[src/rtl/vedicmult_pkg.sv]
// Shared widths, types and helpers for the two-requester Vedic multiplier.
// Imported by the interface, the multiplier and the arbiter top.
package vedicmult_pkg;

    localparam int W_OP         = 16;
    localparam int W_PROD       = 32;
    localparam int MULT_LAT_DEF = 1;

    typedef logic [0:0] req_id_t;

    // One slot of the in-flight tracker: occupancy and owning requester.
    typedef struct packed {
        logic    valid;
        req_id_t id;
    } track_t;

    // 8x8 Urdhva-Tiryagbhyam step built from four 4x4 partial products:
    // vertical (hi*hi, lo*lo) and crosswise (hi*lo + lo*hi) terms.
    function automatic logic [15:0] vedic8(input logic [7:0] x,
                                           input logic [7:0] y);
        logic [7:0] hh, hl, lh, ll;
        logic [8:0] mid;
        hh  = {4'b0, x[7:4]} * {4'b0, y[7:4]};
        hl  = {4'b0, x[7:4]} * {4'b0, y[3:0]};
        lh  = {4'b0, x[3:0]} * {4'b0, y[7:4]};
        ll  = {4'b0, x[3:0]} * {4'b0, y[3:0]};
        mid = {1'b0, hl} + {1'b0, lh};
        return {hh, ll} + {3'b0, mid, 4'b0};
    endfunction

endpackage

[src/rtl/vedicmult_arbiter_if.sv]
// Request/response bundle between two requesters and the arbiter.
// master: requester side (drives valid/operands); slave: arbiter side.
interface vedicmult_arbiter_if;
    import vedicmult_pkg::*;

    logic              req0_valid;
    logic [W_OP-1:0]   req0_a;
    logic [W_OP-1:0]   req0_b;
    logic              req0_ready;
    logic              req1_valid;
    logic [W_OP-1:0]   req1_a;
    logic [W_OP-1:0]   req1_b;
    logic              req1_ready;
    logic              rsp_valid;
    req_id_t           rsp_id;
    logic [W_PROD-1:0] rsp_prod;
    logic              busy;

    modport master (
        output req0_valid, req0_a, req0_b,
        output req1_valid, req1_a, req1_b,
        input  req0_ready, req1_ready,
        input  rsp_valid, rsp_id, rsp_prod, busy
    );

    modport slave (
        input  req0_valid, req0_a, req0_b,
        input  req1_valid, req1_a, req1_b,
        output req0_ready, req1_ready,
        output rsp_valid, rsp_id, rsp_prod, busy
    );

endinterface

[src/rtl/vedicmult_16bit.sv]
// Pipelined 16x16 unsigned Vedic multiplier, MULT_LAT register stages.
// Ports: a, b operands; clk; reset (sync, active-high); out product.
module vedicmult_16bit
    import vedicmult_pkg::*;
#(
    parameter int MULT_LAT = MULT_LAT_DEF
) (
    input  logic [W_OP-1:0]   a,
    input  logic [W_OP-1:0]   b,
    input  logic              clk,
    input  logic              reset,
    output logic [W_PROD-1:0] out
);

    logic [15:0]       pp_hh, pp_hl, pp_lh, pp_ll;
    logic [16:0]       mid;
    logic [W_PROD-1:0] comb;
    logic [W_PROD-1:0] pipe [MULT_LAT];

    // Same vertical/crosswise split one level up, on 8-bit halves.
    always_comb begin
        pp_hh = vedic8(a[15:8], b[15:8]);
        pp_hl = vedic8(a[15:8], b[7:0]);
        pp_lh = vedic8(a[7:0],  b[15:8]);
        pp_ll = vedic8(a[7:0],  b[7:0]);
        mid   = {1'b0, pp_hl} + {1'b0, pp_lh};
        comb  = {pp_hh, pp_ll} + {7'b0, mid, 8'b0};
    end

    always_ff @(posedge clk) begin
        if (reset) begin
            for (int i = 0; i < MULT_LAT; i++)
                pipe[i] <= '0;
        end else begin
            pipe[0] <= comb;
            for (int i = 1; i < MULT_LAT; i++)
                pipe[i] <= pipe[i-1];
        end
    end

    assign out = pipe[MULT_LAT-1];

endmodule

[src/rtl/vedicmult_arbiter.sv]
// Round-robin front end sharing one Vedic multiplier between two requesters.
// Ports: clk; reset (sync, active-high); bus (slave side of the bundle).
module vedicmult_arbiter
    import vedicmult_pkg::*;
#(
    parameter int MULT_LAT = MULT_LAT_DEF
) (
    input  logic                 clk,
    input  logic                 reset,
    vedicmult_arbiter_if.slave   bus
);

    req_id_t                  rr;
    logic                     ready0, ready1;
    logic                     xfer;
    req_id_t                  xfer_id;
    logic [W_OP-1:0]          op_a, op_b;
    logic [W_PROD-1:0]        mult_out;
    track_t [MULT_LAT:0]      trk;
    logic                     busy_or;

    // Requester wins if it holds the turn or the other side is idle.
    always_comb begin
        ready0  = !reset && bus.req0_valid &&
                  (rr == 1'b0 || !bus.req1_valid);
        ready1  = !reset && bus.req1_valid &&
                  (rr == 1'b1 || !bus.req0_valid);
        xfer    = ready0 || ready1;
        xfer_id = req_id_t'(ready1);
    end

    // Operands are held between transfers so the multiplier stays quiet.
    always_ff @(posedge clk) begin
        if (reset) begin
            rr   <= '0;
            op_a <= '0;
            op_b <= '0;
        end else if (xfer) begin
            rr   <= ~xfer_id;
            op_a <= ready1 ? bus.req1_a : bus.req0_a;
            op_b <= ready1 ? bus.req1_b : bus.req0_b;
        end
    end

    // Slot 0 lines up with the operand registers; slot MULT_LAT with out.
    always_ff @(posedge clk) begin
        if (reset) begin
            trk <= '0;
        end else begin
            trk[0] <= '{valid: xfer, id: xfer_id};
            for (int i = 1; i <= MULT_LAT; i++)
                trk[i] <= trk[i-1];
        end
    end

    always_comb begin
        busy_or = 1'b0;
        for (int i = 0; i <= MULT_LAT; i++)
            busy_or = busy_or | trk[i].valid;
    end

    vedicmult_16bit #(
        .MULT_LAT (MULT_LAT)
    ) u_mult (
        .a     (op_a),
        .b     (op_b),
        .clk   (clk),
        .reset (reset),
        .out   (mult_out)
    );

    assign bus.req0_ready = ready0;
    assign bus.req1_ready = ready1;
    assign bus.rsp_valid  = trk[MULT_LAT].valid;
    assign bus.rsp_id     = trk[MULT_LAT].valid ? trk[MULT_LAT].id : '0;
    assign bus.rsp_prod   = trk[MULT_LAT].valid ? mult_out : '0;
    assign bus.busy       = busy_or;

endmodule

[src/flat_wrapper.sv]
// flat-port wrapper written by rule: the top's interface ports become plain ports
module vedicmult_arbiter_flat import vedicmult_pkg::*;
#(
    parameter int MULT_LAT = MULT_LAT_DEF
)
  (clk, reset, bus_req0_valid, bus_req0_a, bus_req0_b, bus_req1_valid, bus_req1_a, bus_req1_b, bus_req0_ready, bus_req1_ready, bus_rsp_valid, bus_rsp_id, bus_rsp_prod, bus_busy);
  vedicmult_arbiter_if bus_i ();
  input  logic clk;
  input  logic reset;
  input wire logic [$bits(bus_i.req0_valid)-1:0] bus_req0_valid;
  input wire logic [$bits(bus_i.req0_a)-1:0] bus_req0_a;
  input wire logic [$bits(bus_i.req0_b)-1:0] bus_req0_b;
  input wire logic [$bits(bus_i.req1_valid)-1:0] bus_req1_valid;
  input wire logic [$bits(bus_i.req1_a)-1:0] bus_req1_a;
  input wire logic [$bits(bus_i.req1_b)-1:0] bus_req1_b;
  output wire logic [$bits(bus_i.req0_ready)-1:0] bus_req0_ready;
  output wire logic [$bits(bus_i.req1_ready)-1:0] bus_req1_ready;
  output wire logic [$bits(bus_i.rsp_valid)-1:0] bus_rsp_valid;
  output wire logic [$bits(bus_i.rsp_id)-1:0] bus_rsp_id;
  output wire logic [$bits(bus_i.rsp_prod)-1:0] bus_rsp_prod;
  output wire logic [$bits(bus_i.busy)-1:0] bus_busy;
  assign bus_i.req0_valid = bus_req0_valid;
  assign bus_i.req0_a = bus_req0_a;
  assign bus_i.req0_b = bus_req0_b;
  assign bus_i.req1_valid = bus_req1_valid;
  assign bus_i.req1_a = bus_req1_a;
  assign bus_i.req1_b = bus_req1_b;
  assign bus_req0_ready = bus_i.req0_ready;
  assign bus_req1_ready = bus_i.req1_ready;
  assign bus_rsp_valid = bus_i.rsp_valid;
  assign bus_rsp_id = bus_i.rsp_id;
  assign bus_rsp_prod = bus_i.rsp_prod;
  assign bus_busy = bus_i.busy;
  vedicmult_arbiter #(.MULT_LAT(MULT_LAT)) u_core (.clk(clk), .reset(reset), .bus(bus_i));
endmodule
[config.mk]
export PLATFORM = sky130hd
export DESIGN_NAME = vedicmult_arbiter_flat
export DESIGN_NICKNAME = d
export VERILOG_FILES = /design/src/rtl/vedicmult_pkg.sv /design/src/rtl/vedicmult_arbiter_if.sv /design/src/rtl/vedicmult_16bit.sv /design/src/rtl/vedicmult_arbiter.sv /design/src/flat_wrapper.sv
export SDC_FILE = /design/constraint.sdc
export NUM_CORES = 1
export LEC_CHECK = 0
export ABC_AREA = 1
export CORE_ASPECT_RATIO = 1.75
export CORE_UTILIZATION = 61
export CTS_BUF_LIST = sky130_fd_sc_hd__clkbuf_16
export CTS_CLUSTER_DIAMETER = 200
export DETAILED_ROUTE_END_ITERATION = 10
export PLACE_DENSITY = 0.93
export SYNTH_ARGS = -nofsm -noshare
export SYNTH_HDL_FRONTEND = slang
export SYNTH_HIERARCHICAL = 1
export SYNTH_SLANG_ARGS = --single-unit
[constraint.sdc]
create_clock -name clk -period 15.7 [get_ports clk]
set_clock_uncertainty 0.15 [all_clocks]
set_input_delay 1.57 -clock clk [delete_from_list [all_inputs] [get_ports clk]]
set_output_delay 1.57 -clock clk [all_outputs]
set_load 0.02 [all_outputs]
# [Word-level counts from Yosys, hierarchy flattened]
# Memory sizes are Yosys's and may differ from the RTL's.
# Index checks and enable logic that the tools add are counted.
[word_totals] memories=1 out_inout_bits=37 input_bits=68 mem_bits_rw=32 word_cells=57 reg_bits=37
[memory_table] memory="u_core.u_mult.pipe" words=1 width=32 rd=1 rd_clocked_by_memory_dff=0 wr=1 line="vedicmult_16bit.sv:18" source="logic [W_PROD-1:0] pipe [MULT_LAT];"
[op_classes] n_mul=16 muxes=9 n_addsub=10 n_bitwise=3 n_reduce_logical=11
[ops] cell="$mul 4x4->8" n=16
[ops] cell="$add 16x13->16" n=4
[ops] cell="$mux 32" n=2
[ops] cell="$add 8x8->9" n=4
[ops] cell="$add 32x25->32" n=1
[ops] cell="$mux 16" n=2
[ops] cell="$reduce_or 32->1" n=1
[ops] cell="$add 16x16->17" n=1
[ops] cell="$mux 1" n=5
[ops] cell="$logic_and 1x1->1" n=4
[ops] cell="$logic_not 1->1" n=3
[ops] cell="$logic_or 1x1->1" n=3
[ops] cell="$not 1->1" n=2
[ops] cell="$or 1x1->1" n=1

# [Depth between registers and ports, before layout]
# Gate-level depths: netlist of run 1.
[depth] ltp_word=6 ltp_mapped=45 depth_no_buf=43

# [Hierarchy]
# Netlist of run 1, hierarchy kept.
[by_module_without_submodules] mod="vedicmult_16bit" instances=1 area_each_um2=12190.4 cells_per_inst=1793
[by_module_without_submodules] mod="vedicmult_arbiter" instances=1 area_each_um2=2185.8 cells_per_inst=372

# [Worst setup path after synthesis of run 1]
# OpenSTA, ideal clock, no wires.
[synth_path] kind="register to register" from="register u_core.op_b[7]" to="memory u_core.u_mult.pipe[0][31]" stages_incl_launch_ff=40 required_ps=15435 slack_ps=8238 arrival_time_ps=7197 period_less_slack_ps=7462 path_cell_list="dfxtp_1 -> clkbuf_1 -> clkbuf_1 -> nand2_1 -> fa_1 -> fa_1 -> inv_1 -> fa_1 -> inv_1 -> fa_1 -> inv_1 -> fa_1 -> a21oi_1 -> o21ai_0 -> xnor2_1 -> inv_1 -> ha_1 -> inv_1 -> [... 4 more ...] -> xnor2_1 -> inv_1 -> ha_1 -> inv_1 -> nor3_1 -> a21oi_1 -> xor2_1 -> ha_1 -> nand2_1 -> nor2_1 -> and2_1 -> nand4_1 -> nand3_1 -> inv_1 -> nor2_1 -> nand3_1 -> nand2_1 -> nor2_1"
[synth_via] elab_chain_cells=6
[synth_rtl] element="start: declaration" line="vedicmult_arbiter.sv:17" source="logic [W_OP-1:0] op_a, op_b;"
[synth_rtl] element="start signal: assignment" line="vedicmult_arbiter.sv:41" source="op_b <= ready1 ? bus.req1_b : bus.req0_b;"
[synth_rtl] element="$mul 4x4->8" line="vedicmult_pkg.sv:25" source="lh = {4'b0, x[3:0]} * {4'b0, y[7:4]};"
[synth_rtl] element="$add 8x8->9" line="vedicmult_pkg.sv:27" source="mid = {1'b0, hl} + {1'b0, lh};"
[synth_rtl] element="$add 16x13->16" line="vedicmult_pkg.sv:28" source="return {hh, ll} + {3'b0, mid, 4'b0};"
[synth_rtl] element="$add 16x16->17" line="vedicmult_16bit.sv:26" source="mid = {1'b0, pp_hl} + {1'b0, pp_lh};"
[synth_rtl] element="$add 32x25->32 *" line="vedicmult_16bit.sv:27" source="comb = {pp_hh, pp_ll} + {7'b0, mid, 8'b0};"
[synth_rtl] element="$mux 32 (no line) *"
[synth_rtl] element="end: declaration" line="vedicmult_16bit.sv:18"
# Every way passes the cells marked *; elsewhere a longest branch is shown, timed or not.

# [Worst setup path in the final report of run 1]
[layout_path] from="register u_core.op_a[8]" to="memory u_core.u_mult.pipe[0][31]"
[layout_via] elab_chain_cells=6
[layout_rtl] element="start: declaration" line="vedicmult_arbiter.sv:17"
[layout_rtl] element="start signal: assignment" line="vedicmult_arbiter.sv:40" source="op_a <= ready1 ? bus.req1_a : bus.req0_a;"
[layout_rtl] element="$mul 4x4->8" line="vedicmult_pkg.sv:25"
[layout_rtl] element="$add 8x8->9" line="vedicmult_pkg.sv:27"
[layout_rtl] element="$add 16x13->16" line="vedicmult_pkg.sv:28"
[layout_rtl] element="$add 16x16->17" line="vedicmult_16bit.sv:26"
[layout_rtl] element="$add 32x25->32 *" line="vedicmult_16bit.sv:27"
[layout_rtl] element="$mux 32 (no line) *"
# Marks and branches as above.

==> flow_summary_export.csv, run 1 <==
group,metric,value,unit
run_status,outcome,"finished clean",
timing,setup_viol,0,
clock_tree,cts_max_path_buffers,2,
timing,post-route-min-period,8303,ps
grt,top_usage_layer,"met2",
timing,period_share,0.5289,
yosys,syn-num-nets,2592,
worst_setup_path,critPathCaptureType,"flop",
detailed_routing,first_pass_iters,6,
grt,grt_pass1_wl,59270,um
min_path,hp-class,"reg -> reg",
clock_tree,hold_buffers,0,
timing,grt_setup_unrepaired,"no",
yosys,ys_top_cells_by_area,"ha_1 22%, fa_1 15%, inv_1 14%, nand2_1 13%, dfxtp_1 9.6%",
clock_tree,root_buffer,"clkbuf_16",
detailed_routing,wl,35950,um
clock_tree,htree_levels,3,
clock_tree,cts_tree,"done",
worst_setup_path,crit_required,15800,ps
yosys,synthDistinctLibCells,41,
die,core_area,0.02324,mm^2
grt,antenna_found_initial,0,
yosys,ys.flop_type,"dfxtp_1",
timing,drv_slew,0,
grt,grt_util_all_layers,0.3022,
timing,slew_headroom,0.2062,
yosys,async_flop_share,0,
worst_setup_path,r2r-start,"u_core/op_a[8]",
die,fp.dieW,118.1,um
min_path,hold_start,"u_core/trk[0]",
worst_setup_path,reg2reg_depth,37,
detailed_routing,drc,0,
grt,grt_use_met2,0.5803,
grt,use_met3,0.04204,
worst_setup_path,cp_max_fo,17,
detailed_routing,num_vias,13550,
detailed_routing,drtIter0Drc,798,
finish,fin_nets,2624,
power,p_per_area,62.63,mW/mm^2
worst_setup_path,crit_slowest_cell,"dfxtp_1",
worst_setup_path,r2r_end,"u_core/u_mult/pipe[0][31]",
min_path,hold_end,"u_core/trk[2]",
finish,layout-drive-gt1-share,0.02271,
grt,grt_pass1_vias,13550,
yosys,yosysTopAreaCellShare,0.2167,
power,p_leak,10.08,nW
worst_setup_path,cp-start-kind,"flop",
yosys,synth_edf_count,0,
finish,finalNonFillerCells,2506,
yosys,syn_inst,2165,
timing,tightest_slew,1188,ps
die,rows,74,
yosys,ys_seq_area_frac,0.09608,
flow_run,drv_cap,0,
timing,whs,265.9,ps
worst_setup_path,reg2reg_slack,7400,ps
worst_setup_path,path_delay_family,"adder cells",
min_path,holdPathStages,2,
timing,fin_ws,7397,ps
detailed_routing,viasPerCell,5.407,
grt,grt_max_degree,66,
placement,dp.cells,2490,
clock_tree,cts_setup_buffers,0,
worst_setup_path,worstPathArrival,8400,ps
placement,dp_hpwl,28530,um
detailed_routing,wl_per_cell,14.35,um
yosys,synth_area,0.01438,mm^2
die,die_area,0.02421,mm^2
grt,use_met1,0.3011,
detailed_routing,drtAntennaViolNets,0,
yosys,ys_ff_latch,69,
power,totalPowerFinal,0.0009871,W
clock_tree,cts_buffers,9,
worst_setup_path,cpMostUsedCell,"inv_1",
timing,tns,0,ps
finish,n_antenna_cell,0,
worst_setup_path,cp_num_buf_inv,6,
worst_setup_path,critPathKind,"reg -> reg",
die,ios,105,
timing,max_freq,120.4,MHz
yosys,synth_warnings,6,
yosys,yosys.area.top_type,"ha_1",
placement,globalplace.congestion,0.9031,
clock_tree,clk_latency,350,ps
clock_tree,post_cts_resized,0,
die,fp.dieH,205.1,um
finish,synthToLayoutAreaGrowth,9.635,%
clock_tree,clk_pin_slew,70,ps
placement,port_buffers,104,
placement,place_ws,7575,ps
power,irDropWorstVdd,0.00005023,V
grt,grt_overflow,0,
timing,finalHoldViolCount,0,
die,initial_utilization,0.6186,
worst_setup_path,cpPeakStageDelay,760,ps
clock_tree,cts.sinks,69,
yosys,syn_avg_cell_area,6.640,um^2
-- sequential cells by signal, summed over array words and instances (netlist names) --
register              cells
u_core/u_mult/pipe       32
u_core/op_a              16
u_core/op_b              16
u_core/trk                3
u_core/bus.rsp_valid      1
u_core/rr                 1
-- area by class of cell --
type	instances	area, um^2
timing repair buffer	115	1124
tap	304	380.4
multi-input combinational	1451	10530
sequential	69	1381
clock inverter	7	57.56
clock buffer	9	225.2
inverter	551	2068
fill	1821	7478
-- metrics by stage --
stage | utilization | area, um^2
2_1_floorplan | - | 14380
3_3_place_gp | 0.6660 | 15480
3_5_place_dp | 0.6660 | 15480
4_1_cts | 0.6782 | 15760
5_1_grt | 0.6782 | 15760
6_report | 0.6782 | 15760
-- per-layer routing --
layer  routed length (um)  share of wire  vias up
li1                     -              -     6599
met5                    0              0        -
met4                 1938          0.054        0
met1                13250           0.37     6214
met3                 2005          0.056      157
met2                18760           0.52      579
-- kinds of logic after synthesis --
| family | share of synthesized area |
|---|---|
| fa+ha+maj | 0.3699 |
| flops | 0.09608 |
| buf+inv | 0.1721 |
| xor+xnor | 0.05596 |
| simple gates | 0.2087 |
| compound gates | 0.09722 |
-- how the worst max path moves through the flow --
stage / start / endpoint / slack, ps / depth (start not counted)
after global placement: u_core/op_a[8] / u_core/u_mult/pipe[0][31] / 7870 / 37
after global routing: u_core/op_a[8] / u_core/u_mult/pipe[0][31] / 6850 / 37
final: u_core/op_a[8] / u_core/u_mult/pipe[0][31] / 7400 / 37
after floorplan: u_core/op_b[7] / u_core/u_mult/pipe[0][31] / 8240 / 39
after CTS: u_core/op_a[8] / u_core/u_mult/pipe[0][31] / 7510 / 37
after detailed placement: u_core/op_a[8] / u_core/u_mult/pipe[0][31] / 7580 / 37
-- power by group --
part	total (W)	internal [W]	switching (W)
sequential	0.000242	0.000203	0.0000391
combinational	0.000542	0.000207	0.000335
clock	0.000203	0.000110	0.0000938
total	0.000987	0.000520	0.000467
-- worst min-delay path: cells and delay by family, from the launching register on --
| kind | cells | cell delay (ps) |
|---|---|---|
| DFF | 1 | 300 |
| buffers and inverters | 1 | 40 |
| and+or+nand+nor | 1 | 30 |
-- synthesized netlist by cell type (11+ instances only) --
master,count
clkbuf_1,75
a21oi_1,150
nand3_1,83
fa_1,110
buf_2,13
xnor2_1,37
o21ai_0,42
dfxtp_1,69
xor2_1,53
nand2_1,488
nor2_1,131
o21bai_1,11
inv_1,548
ha_1,249
o21ai_1,35
-- cell usage in the layout, fill, tap and decap left out, types with 7 or more instances in the layout --
cell / n
clkdlybuf4s50_1: 104
xor2_1: 53
nand3_1: 83
nor2_1: 131
o21bai_1: 11
fa_1: 110
clkbuf_16: 9
dfxtp_1: 69
o21ai_0: 42
a21oi_1: 150
ha_1: 249
inv_1: 548
o21ai_1: 35
xnor2_1: 37
nand2_1: 486
nor3_1: 7
buf_4: 11
nand2_2: 10
(Power assumes the default switching activity.)
==> inputs of run 2 (changes only) <==
clock period = 7.7 ns   (was 15.7 ns; I/O delays follow)
==> run 2 against run 1 <==
Non-clock buffer count up 31; clock power increased by 93%; hold slack better by 2.6 ps; register-to-register slack got worse by 7200 ps; cell area up 2.8%.
==> flow_summary_export.csv, run 2 (same netlist as run 1, synthesis figures left out) <==
group,metric,value,unit
worst_setup_path,worst-path-stages,38,
die,rows,74,
die,ios,105,
clock_tree,root_buffer,"clkbuf_16",
die,initial_utilization,0.6186,
die,core_area,0.02324,mm^2
worst_setup_path,path_delay_family,"adder cells",
detailed_routing,first_pass_iters,5,
clock_tree,htree_levels,3,
finish,synthToLayoutAreaGrowth,12.75,%
power,p_leak,10.23,nW
power,irDropWorstVdd,0.0001033,V
timing,max_freq,133.9,MHz
finish,final_common_cell,"inv_1",
worst_setup_path,cp_num_buf_inv,6,
detailed_routing,drc,0,
timing,whs,268.5,ps
worst_setup_path,reg2reg_depth,38,
grt,grt_overflow,0,
clock_tree,cts_buffers,9,
worst_setup_path,worstPathArrival,7570,ps
detailed_routing,num_vias,13810,
detailed_routing,drtAntennaViolNets,0,
finish,largest_register_ffs,32,
placement,dp.cells,2518,
flow_run,drv_cap,0,
die,die_area,0.02421,mm^2
clock_tree,clk_pin_slew,60,ps
detailed_routing,wl,36890,um
grt,grt_pass1_vias,13680,
timing,setup_viol,0,
clock_tree,hold_buffers,0,
worst_setup_path,startpoint,"u_core/op_a[1]",
grt,grt_util_all_layers,0.2996,
run_status,outcome,"finished clean",
finish,finalNonFillerCells,2536,
placement,port_buffers,104,
worst_setup_path,critPathKind,"reg -> reg",
finish,mostFrequentLayoutCells,"547 x inv_1, 485 x nand2_1, 240 x ha_1",
timing,finalHoldViolCount,0,
clock_tree,cts_max_path_buffers,2,
worst_setup_path,cp_max_fo,5,
clock_tree,clk_latency,350,ps
timing,period_share,0.9698,
worst_setup_path,crit_slowest_cell,"fa_1",
worst_setup_path,r2r_end,"u_core/u_mult/pipe[0][31]",
worst_setup_path,cp-start-kind,"flop",
detailed_routing,drtIter0Drc,911,
timing,post-route-min-period,7468,ps
placement,globalplace.congestion,0.9378,
worst_setup_path,reg2reg_slack,230,ps
finish,largest_register,"u_core/u_mult/pipe",
finish,fin_nets,2655,
finish,n_antenna_cell,0,
finish,multi_input_area,0.01073,mm^2
die,fp.dieH,205.1,um
grt,grt_pass1_wl,59050,um
detailed_routing,wl_per_cell,14.55,um
worst_setup_path,critPathCaptureType,"flop",
clock_tree,cts.sinks,69,
finish,fill_cells,1726,
power,p_per_area,126.3,mW/mm^2
timing,fin_ws,232.2,ps
detailed_routing,viasPerCell,5.444,
power,totalPowerFinal,0.002048,W
finish,reg_top3,"u_core/u_mult/pipe (32), u_core/op_a (16), u_core/op_b (16)",
timing,slew_headroom,0.2132,
placement,place_ws,64.44,ps
worst_setup_path,cpMostUsedCell,"inv_1",
worst_setup_path,cpPeakStageDelay,550,ps
placement,dp_hpwl,29070,um
grt,antenna_found_initial,0,
worst_setup_path,endpoint,"u_core/u_mult/pipe[0][31]",
worst_setup_path,r2r-start,"u_core/op_a[1]",
worst_setup_path,crit_required,7800,ps
timing,tightest_slew,1177,ps
die,fp.dieW,118.1,um
min_path,hp-class,"reg -> reg",
finish,layout-drive-gt1-share,0.05511,
finish,seqCellArea,0.001395,mm^2
timing,drv_slew,0,
clock_tree,cts_tree,"done",
grt,grt_max_degree,66,
run 2: cell types whose count changed in the layout (fill, tap and decap cells not counted), sizes merged:
cell      change
clkinvlp      +2
buf          +31
inv           -3
run 2: worst min path at each step:
stage / start / end / slack (ps) / depth (start not counted)
3_5_place_dp: u_core/trk[1] / u_core/bus.rsp_valid / 260 / 2
6_report: u_core/trk[1] / u_core/bus.rsp_valid / 270 / 2
4_1_cts: u_core/trk[1] / u_core/bus.rsp_valid / 270 / 2
2_1_floorplan: u_core/trk[0] / u_core/trk[2] / 240 / 2
3_3_place_gp: u_core/trk[0] / u_core/trk[2] / 250 / 2
5_1_grt: u_core/trk[1] / u_core/bus.rsp_valid / 280 / 2
run 2: through the flow:
step	cell area, um^2	utilization	setup TNS (ps)
2_1_floorplan	14380	-	0
3_3_place_gp	15690	0.6751	0
3_5_place_dp	15690	0.6751	0
4_1_cts	15960	0.6866	0
5_1_grt	16210	0.6975	-643.5
6_report	16210	0.6975	0
run 2: worst min-delay path, stage by stage (launching register included):
cell and delay (ps):
dfxtp_1 310, inv_1 40, nor2_1 30
run 2: final cells by class:
cell class,instances,share of cell area
clock buffers,9,0.01389
repair buffers,146,0.08414
inverters,551,0.1276
well taps,304,0.02347
clock inverters,6,0.002624
flip-flops and latches,69,0.08607
multi-input cells,1451,0.6622
run 2: power by group:
group	switching (W)	internal, W
Sequential	0.0000280	0.000415
Combinational	0.000753	0.000459
Clock	0.000177	0.000216
Total	0.000958	0.00109
run 2: routing by layer:
| metal | up-vias | track usage | wire length [um] |
|---|---|---|---|
| met3 | 172 | 0.03842 | 1850 |
| met2 | 577 | 0.5769 | 19270 |
| met4 | 0 | 0.2216 | 2528 |
| li1 | 6658 | - | - |
| met1 | 6400 | 0.2877 | 13250 |
| met5 | - | 0 | 0 |
run 2: timing repair:
item                       CTS  global route
setup buffers                0             3
setup endpoints to repair    0            10
resized for setup            0            53
==> inputs of run 3 (changes only) <==
HOLD_SLACK_MARGIN = 0.06   (was unset)
==> results of run 3 <==
Final layout, timing and power as in run 2 (identical DEF).
